===== config.mk =====
export PLATFORM = sky130hd
export DESIGN_NAME = adaptive_clk_ctrl
export DESIGN_NICKNAME = d
export VERILOG_FILES = /design/src/rtl/adaptive_clk_ctrl.sv
export SDC_FILE = /design/constraint.sdc
export NUM_CORES = 1
export LEC_CHECK = 0
export ABC_AREA = 0
export ABC_CLOCK_PERIOD_IN_PS = 4000
export CAP_MARGIN = 10
export CORE_MARGIN = 8
export CORE_UTILIZATION = 30
export DETAILED_ROUTE_END_ITERATION = 8
export GPL_ROUTABILITY_DRIVEN = 0
export PLACE_DENSITY_LB_ADDON = 0.2
export SLEW_MARGIN = 10
export SYNTH_ARGS = -nofsm -noshare
export SYNTH_HDL_FRONTEND = slang
export SYNTH_SLANG_ARGS = --single-unit
export TNS_END_PERCENT = 1

===== constraint.sdc =====
create_clock -name clk -period 4 [get_ports clk]
set_input_delay 0.8 -clock clk [delete_from_list [all_inputs] [get_ports clk]]
set_output_delay 0.8 -clock clk [all_outputs]
set_load 0.1 [all_outputs]

===== src/rtl/adaptive_clk_ctrl.sv =====
`default_nettype none
// ============================================================================
// Module   : adaptive_clk_ctrl
// Purpose  : Glitch-free variable clock divider plus an error-driven search
//            for the smallest error-free divider (with safety margin).
//            Define ACM_BINARY_SEARCH_EN for binary instead of linear search.
// Revision : 1.0 - initial release
// ============================================================================
module adaptive_clk_ctrl #(
    parameter int DIV_WIDTH     = 8,
    parameter int DIV_MIN       = 0,
    parameter int DIV_MAX       = 15,
    parameter int SETTLE_CYCLES = 4,
    parameter int CHECK_CYCLES  = 8,
    parameter int MARGIN        = 1
) (
    input  logic                 clk,
    input  logic                 rst,
    input  logic                 i_Start,
    input  logic                 i_Error_Flag,
    output logic                 o_Clk_Var,
    output logic                 o_Clk_En,
    output logic [DIV_WIDTH-1:0] o_Clk_Div,
    output logic                 o_Busy,
    output logic                 o_Done,
    output logic                 o_Fail,
    output logic [7:0]           o_Trials
);
    localparam logic [DIV_WIDTH-1:0] c_div_min = DIV_WIDTH'(DIV_MIN);
    localparam logic [DIV_WIDTH-1:0] c_div_max = DIV_WIDTH'(DIV_MAX);
    localparam int c_ph_max = (SETTLE_CYCLES > CHECK_CYCLES) ? SETTLE_CYCLES : CHECK_CYCLES;
    localparam int c_ph_w   = (c_ph_max > 1) ? $clog2(c_ph_max) : 1;
    localparam logic [c_ph_w-1:0] c_settle_last = c_ph_w'(SETTLE_CYCLES - 1);
    localparam logic [c_ph_w-1:0] c_check_last  = c_ph_w'(CHECK_CYCLES - 1);

    localparam logic [2:0] c_st_idle   = 3'd0;
    localparam logic [2:0] c_st_apply  = 3'd1;
    localparam logic [2:0] c_st_settle = 3'd2;
    localparam logic [2:0] c_st_check  = 3'd3;
    localparam logic [2:0] c_st_adjust = 3'd4;
    localparam logic [2:0] c_st_final  = 3'd5;
    localparam logic [2:0] c_st_done   = 3'd6;

    logic [DIV_WIDTH-1:0] r_cnt;
    logic [DIV_WIDTH-1:0] r_div_active;
    logic [DIV_WIDTH-1:0] r_div_pending;
    logic                 r_clk_var;
    logic                 r_clk_en;
    logic                 w_toggle;

    logic [2:0]           r_state;
    logic [2:0]           w_state_n;
    logic [DIV_WIDTH-1:0] r_trial;
    logic [c_ph_w-1:0]    r_ph;
    logic                 r_err;
    logic                 r_fail;
    logic [7:0]           r_trials;

    logic                 w_pass;
    logic                 w_adj_fail;
    logic                 w_adj_done;
    logic [DIV_WIDTH-1:0] w_adj_trial;
    logic [DIV_WIDTH-1:0] w_best;
    logic [DIV_WIDTH:0]   w_best_sum;
    logic [DIV_WIDTH-1:0] w_final;
`ifdef ACM_BINARY_SEARCH_EN
    logic [DIV_WIDTH-1:0] r_lo;
    logic [DIV_WIDTH-1:0] r_hi;
    logic [DIV_WIDTH-1:0] w_lo_n;
    logic [DIV_WIDTH-1:0] w_hi_n;
    logic [DIV_WIDTH:0]   w_mid_sum;
`else
    logic [DIV_WIDTH-1:0] r_best;
`endif

    // New divider values only take effect at a toggle, so no phase is ever truncated
    assign w_toggle = (r_cnt >= r_div_active);

    always_ff @(posedge clk) begin
        if (rst) begin
            r_cnt        <= '0;
            r_clk_var    <= 1'b1;
            r_clk_en     <= 1'b0;
            r_div_active <= c_div_max;
        end else begin
            r_clk_en <= 1'b0;
            if (w_toggle) begin
                r_cnt        <= '0;
                r_clk_var    <= ~r_clk_var;
                r_clk_en     <= ~r_clk_var;
                r_div_active <= r_div_pending;
            end else begin
                r_cnt <= r_cnt + DIV_WIDTH'(1);
            end
        end
    end

    always_comb begin
        w_state_n   = r_state;
        w_pass      = ~r_err;
        w_adj_fail  = r_err && (r_trial == c_div_max);
        w_adj_done  = 1'b0;
        w_adj_trial = r_trial;
        w_best      = r_trial;
`ifdef ACM_BINARY_SEARCH_EN
        w_lo_n = r_lo;
        w_hi_n = r_hi;
        if (w_pass) w_hi_n = r_trial;
        else        w_lo_n = r_trial + DIV_WIDTH'(1);
        w_mid_sum = {1'b0, w_lo_n} + {1'b0, w_hi_n};
        if (w_lo_n < w_hi_n) begin
            w_adj_trial = w_mid_sum[DIV_WIDTH:1];
        end else begin
            w_adj_done = 1'b1;
            w_best     = w_hi_n;
        end
`else
        if (!w_pass) begin
            w_adj_done = 1'b1;
            w_best     = r_best;
        end else if (r_trial > c_div_min) begin
            w_adj_trial = r_trial - DIV_WIDTH'(1);
        end else begin
            w_adj_done = 1'b1;
        end
`endif
        // One extra bit so best+MARGIN cannot wrap before the clamp
        w_best_sum = {1'b0, w_best} + (DIV_WIDTH + 1)'(MARGIN);
        if (w_adj_fail || (w_best_sum > {1'b0, c_div_max})) w_final = c_div_max;
        else                                                 w_final = w_best_sum[DIV_WIDTH-1:0];

        case (r_state)
            c_st_idle, c_st_done: if (i_Start) w_state_n = c_st_apply;
            c_st_apply:  if (r_div_active == r_trial) w_state_n = c_st_settle;
            c_st_settle: if (r_ph == c_settle_last)   w_state_n = c_st_check;
            c_st_check:  if (r_ph == c_check_last)    w_state_n = c_st_adjust;
            c_st_adjust: w_state_n = (w_adj_done || w_adj_fail) ? c_st_final : c_st_apply;
            c_st_final:  if (r_div_active == r_trial) w_state_n = c_st_done;
            default:     w_state_n = c_st_idle;
        endcase
    end

    always_ff @(posedge clk) begin
        if (rst) begin
            r_state       <= c_st_idle;
            r_trial       <= c_div_max;
            r_div_pending <= c_div_max;
            r_ph          <= '0;
            r_err         <= 1'b0;
            r_fail        <= 1'b0;
            r_trials      <= 8'd0;
`ifdef ACM_BINARY_SEARCH_EN
            r_lo          <= c_div_min;
            r_hi          <= c_div_max;
`else
            r_best        <= c_div_max;
`endif
        end else begin
            r_state <= w_state_n;
            case (r_state)
                c_st_idle, c_st_done: begin
                    if (i_Start) begin
                        r_trial       <= c_div_max;
                        r_div_pending <= c_div_max;
                        r_trials      <= 8'd1;
                        r_fail        <= 1'b0;
                        r_err         <= 1'b0;
`ifdef ACM_BINARY_SEARCH_EN
                        r_lo          <= c_div_min;
                        r_hi          <= c_div_max;
`endif
                    end
                end
                c_st_settle: r_ph <= (r_ph == c_settle_last) ? '0 : r_ph + c_ph_w'(1);
                c_st_check: begin
                    r_err <= r_err | i_Error_Flag;
                    r_ph  <= (r_ph == c_check_last) ? '0 : r_ph + c_ph_w'(1);
                end
                c_st_adjust: begin
                    r_err <= 1'b0;
                    if (w_adj_fail) r_fail <= 1'b1;
                    if (w_adj_fail || w_adj_done) begin
                        r_trial       <= w_final;
                        r_div_pending <= w_final;
                    end else begin
                        r_trial       <= w_adj_trial;
                        r_div_pending <= w_adj_trial;
                        if (r_trials != 8'hFF) r_trials <= r_trials + 8'd1;
                    end
`ifdef ACM_BINARY_SEARCH_EN
                    r_lo <= w_lo_n;
                    r_hi <= w_hi_n;
`else
                    if (w_pass) r_best <= r_trial;
`endif
                end
                default: ;
            endcase
        end
    end

    assign o_Clk_Var = r_clk_var;
    assign o_Clk_En  = r_clk_en;
    assign o_Clk_Div = r_div_active;
    assign o_Busy    = (r_state != c_st_idle) && (r_state != c_st_done);
    assign o_Done    = (r_state == c_st_done);
    assign o_Fail    = r_fail;
    assign o_Trials  = r_trials;

endmodule
`default_nettype wire


Yosys cells after proc, flatten, opt, wreduce, memory -nomap -nowiden
Cells that the tools add are included.

storage, ports and cells
  bits of input ports = 4
  flip-flop bits (word level) = 50
  output and inout bits = 21

operators by class
  bitwise gates (word level) = 3
  magnitude comparators = 3
  $add $sub $neg = 5
  reductions and logical operators = 17
  eq/ne operators = 22
  muxes and demuxes = 27

operators by type and width
  cell                                                 number
  two-way mux 8 bit                                    9
  case mux 8 bit (2 select lines)                      2
  two-way mux 3 bit                                    8
  case mux 3 bit (6 select lines)                      1
  adder 8 x 1 -> 8 bit, second input constant          2
  inequality test 2 bit, second input constant         8
  equality test 3 bit, second input constant           4
  adder 8 x 1 -> 9 bit, second input constant          1
  equality test 3 x 2 -> 1 bit, second input constant  3
  > comparator 9 x 4 -> 1 bit, second input constant   1
  inequality test 3 bit, second input constant         3
  equality test 8 x 4 -> 1 bit, second input constant  1
  equality test 8 bit                                  1
  greater-or-equal comparator 8 bit                    1
  > comparator 8 x 1 -> 1 bit, second input constant   1
  inequality test 8 bit, second input constant         1
  AND reduction 4 bit                                  2
  subtractor 8 x 1 -> 8 bit, second input constant     1
  case mux 3 bit (2 select lines)                      1
  nonzero test 3 bit                                   2
  OR reduction 2 bit                                   3
  AND reduction 5 bit                                  1
  two-way mux 1 bit                                    4
  nonzero test 2 bit                                   2
  other kinds (11)                                     14

Depth between registers and ports, before layout
  word-level depth = 7
  gate-level depth with buffers = 12
  gate-level depth less buffers = 9

Worst setup path after synthesis
OpenSTA, ideal clock, no wires.

  kind = register to register
  from = register r_div_active[0] (netlist: o_Clk_Div[0])
  to = register r_div_active[3] (netlist: o_Clk_Div[3])
  arrival time = 2.847 ns
  stages on the path, launching flop included = 10
  buffers on the path = 2
  setup slack = 1.024 ns
  library setup time = 0.130 ns
  cells stage by stage = dfxtp_1 > ha_1 > nand2b_1 > a21o_1 > a211oi_1 > o31a_1 > clkbuf_1 > buf_1 > mux2i_1 > nand2_1

between the ends
  longest elaborated chain between the ends = 1

ends and longest elaborated chain
  item                               line  RTL
  start, declared                    45    logic [DIV_WIDTH-1:0] r_div_active;
  start signal, assigned             84    r_div_active <= c_div_max;
  start signal, assigned             91    r_div_active <= r_div_pending;
  greater-or-equal comparator 8 bit  77    assign w_toggle = (r_cnt >= r_div_active);

No other way between the ends.
A chain may end at the register's enable or synchronous reset.

Final worst setup path
  from = register r_state[0]
  to = output o_Done

between the ends
  longest elaborated chain between the ends = 1

ends and longest elaborated chain
  item                    line  RTL
  start, declared         51    logic [2:0] r_state;
  start signal, assigned  145   r_state <= c_st_idle;
  start signal, assigned  159   r_state <= w_state_n;
  equality test 3 bit     206   assign o_Done = (r_state == c_st_done);
  end, declared           25    output logic o_Done,

No other way between the ends.

==> results.md <==
- Outcome: completed
- Wire length per cell: roughly 14 um
- Final WS setup: ~940 ps
- Final ANT Viol Nets: 0
- Clk_skew: 8.22 ps
- Max-cap viol count: 0
- Sequential area share after synthesis: 34.2%
- Data arrival, critical path: between 2000 and 2500 ps
- Startpoint Class: flop
- Layout cells sized above 1: under 10%
- Die W: roughly 110 um
- Setup slack after placement: 1200 ps
- # diodes: 0
- Via Count: 2530
- CP delay by family, top: buffers and inverters
- Final cell count without fillers: roughly 510
- DRT Wirelength: approximately 6.9 mm
- Vert. Die Dim: roughly 110 um
- Global-route wire length before repair: around 12 mm
- Placed cells: between 400 and 500
- Worst Hold Slack: ~470 ps
- Fin crit share: about three quarters
- Kind of critical path: reg2out
- Relative slew margins: about a third
- Cell Rows: 36
- Final Max Tran Viols: 0
- Number of synthesized register bits: 50
- Final Critical Period: 3060 ps
- HP Class: reg2reg
- Final setup violation count: 0
- Number of setup buffers added after CTS: 0
- Hold buffers post-CTS: 0
- Root buf cell: clkbuf_8
- Ys async rst share: 0%
- FF-to-FF Start: r_trial[1]
- Starting DRT DRC Count: between 100 and 150
- Worst-path clk slew: ~110 ps
- Reg2Reg Capture Point: r_trial[2]
- Worst-path cell chain: inv_1 -> and3_1 -> clkdlybuf4s50_1
- Hold depth: 1
- Global Route Usage Sum: between 10 and 15%
- DRT Pass-1 Iters: 4
- Library cells used by synthesis: 58
- Hold Crit Start: r_cnt[0]
- Antenna violations before repair: 0
- Port Buffer Count: 24
- Mapped Cells: approximately 360
- Synth Cell Area: a little under 3000 um2
- Setup Total Neg Slack: 0 ps
- CP endpoint kind: primary output
- Slew @ Worst Pin: around 1000 ps
- CTS H-tree depth: 2
- Fin. Hold Viols: 0
- Largest net degree at the start of global routing: 23
- Post_cts resized: 0
- HPWL after DPL: 5.08 mm
- Max clock buf depth: 2
- Ports: 25
- Max VDD drop: ~0.22 mV
- DR vias/cell: approximately 5.0
- Total power: around 1.1 mW
- Worst path bufs/invs: 2
- CTS tree: yes
- Layout area overhead: 15.6%
- Syn. warnings: 0
- EDFF count, synth: 0
- Syn Nets: 380
- Hold endpoint: r_cnt[0]
- Top_reg_cell synth: dfxtp_1
- Synthesized area per cell: about 8 um2
- WP data required: approximately 3200 ps
- Unrepaired setup endpoints after global routing: no
- Final Net Count: 393
- CP Max Fanout: 15
- Core area: ~9600 um2
- Grt total ovfl: 0
- Clock sink total: 50
- Clk_lat worst skew: around 310 ps
- Max Freq: approximately 330 MHz
- Die area: 13200 um2
- Crit path largest cell delay: around 960 ps
- CP max stage cell: clkdlybuf4s50_1
- P_leak: roughly 1.4 nW
- Vias in the first global route: ~2500
- Flop-to-flop setup slack: ~1200 ps
- Power density over the cells: ~320 nW/um2
- DRC errors left: 0
- Clock buffer count from CTS: 5
- Reg2reg path depth: 8
- Initial core utilization: 30.5%
[how the worst max path moves through the flow]
stage | start | to | slack (ps) | cells past startpoint
4_1_cts | r_state[0] | o_Done | 940 | 3
3_5_place_dp | i_Start | o_Trials[7] | 1200 | 6
6_report | r_state[0] | o_Done | 940 | 3
2_1_floorplan | o_Clk_Div[0] | o_Clk_Div[3] | 1020 | 9
5_1_grt | r_state[0] | o_Done | 800 | 3
3_3_place_gp | i_Start | o_Trials[7] | 1220 | 6
[per-layer routing]
metal	wire length (um)	GRT usage [%]	vias up
met5	0	0	-
met4	58	3.06	0
met3	286	2.69	4
met2	3020	17.5	41
met1	3580	14.6	1191
li1	-	-	1294
[through the flow]
stage | cell area, um2 | utilization, %
after floorplan | 2920 | -
after global placement | 3260 | 34.0
after detailed placement | 3260 | 34.0
after CTS | 3380 | 35.2
after global routing | 3380 | 35.2
final | 3380 | 35.2
[cell families (layout without fill, tap and decap cells)]
logic type / after synthesis / in the layout / share of synthesized area, %
AOI/OAI and AO/OA: 72 / 72 / 16.3
xor gates and xnor gates: 24 / 24 / 7.19
adders and majority gates: 18 / 18 / 7.71
buffers and inverters: 40 / 54 / 5.44
DFF: 50 / 50 / 34.2
muxes: 12 / 12 / 4.32
and+or+nand+nor: 142 / 142 / 24.8
[placed cells by master, fill, tap and decap left out, drive strengths merged, types with 4 or more instances in the layout]
master         count
a211oi             4
a21o               4
a21oi             17
and3               8
buf                4
clkbuf             5
clkdlybuf4s50     23
dfxtp             50
ha                18
inv               20
mux2i             10
nand2             36
nand2b             5
nand3             15
nand4              9
nor2              38
nor3               6
o211ai             5
o21ai             16
xnor2             13
xor2              11
[final cells by class]
cell class | count | area [um2]
Fill cell | 1023 | 6210
Multi-Input combinational cell | 268 | 1760
Sequential cell | 50 | 1000
Timing Repair Buffer | 27 | 260
Tap cell | 133 | 166
Inverter | 19 | 71.3
Clock buffer | 5 | 68.8
Clock inverter | 3 | 48.8
[where the power goes]
group / internal, mW / switching [mW] / total, mW
combinational: 0.0519 / 0.0939 / 0.146
sequential: 0.510 / 0.0247 / 0.535
clock: 0.191 / 0.194 / 0.385
total: 0.753 / 0.312 / 1.07
[state kept, by name (all words and copies together), names as in the netlist]
name       flops
r_trial        8
o_Clk_Div      8
o_Trials       8
r_ph           3
o_Clk_Var      1
r_state        3
r_cnt          8
r_err          1
o_Fail         1
o_Clk_En       1
r_best         8
[worst reg2reg max path, cell delays in order, from the launching register on]
cell	delay, ps
dfxtp_1	550
inv_1	140
o21ai_0	370
ha_1	350
or3_1	350
or4_1	410
a32o_1	260
and3b_1	200
a31oi_1	140
[Yosys cell counts (all sizes together) (10+ instances only)]
master	n	area, um2
dfxtp	50	1000
nor2	38	143
nand2	36	135
inv	19	71.3
ha	18	225
a21oi	17	85.1
clkbuf	17	65.1
o21ai	16	80.1
nand3	15	75.1
xnor2	13	114
xor2	11	96.3
mux2i	10	104
(Power assumes the default switching activity.)
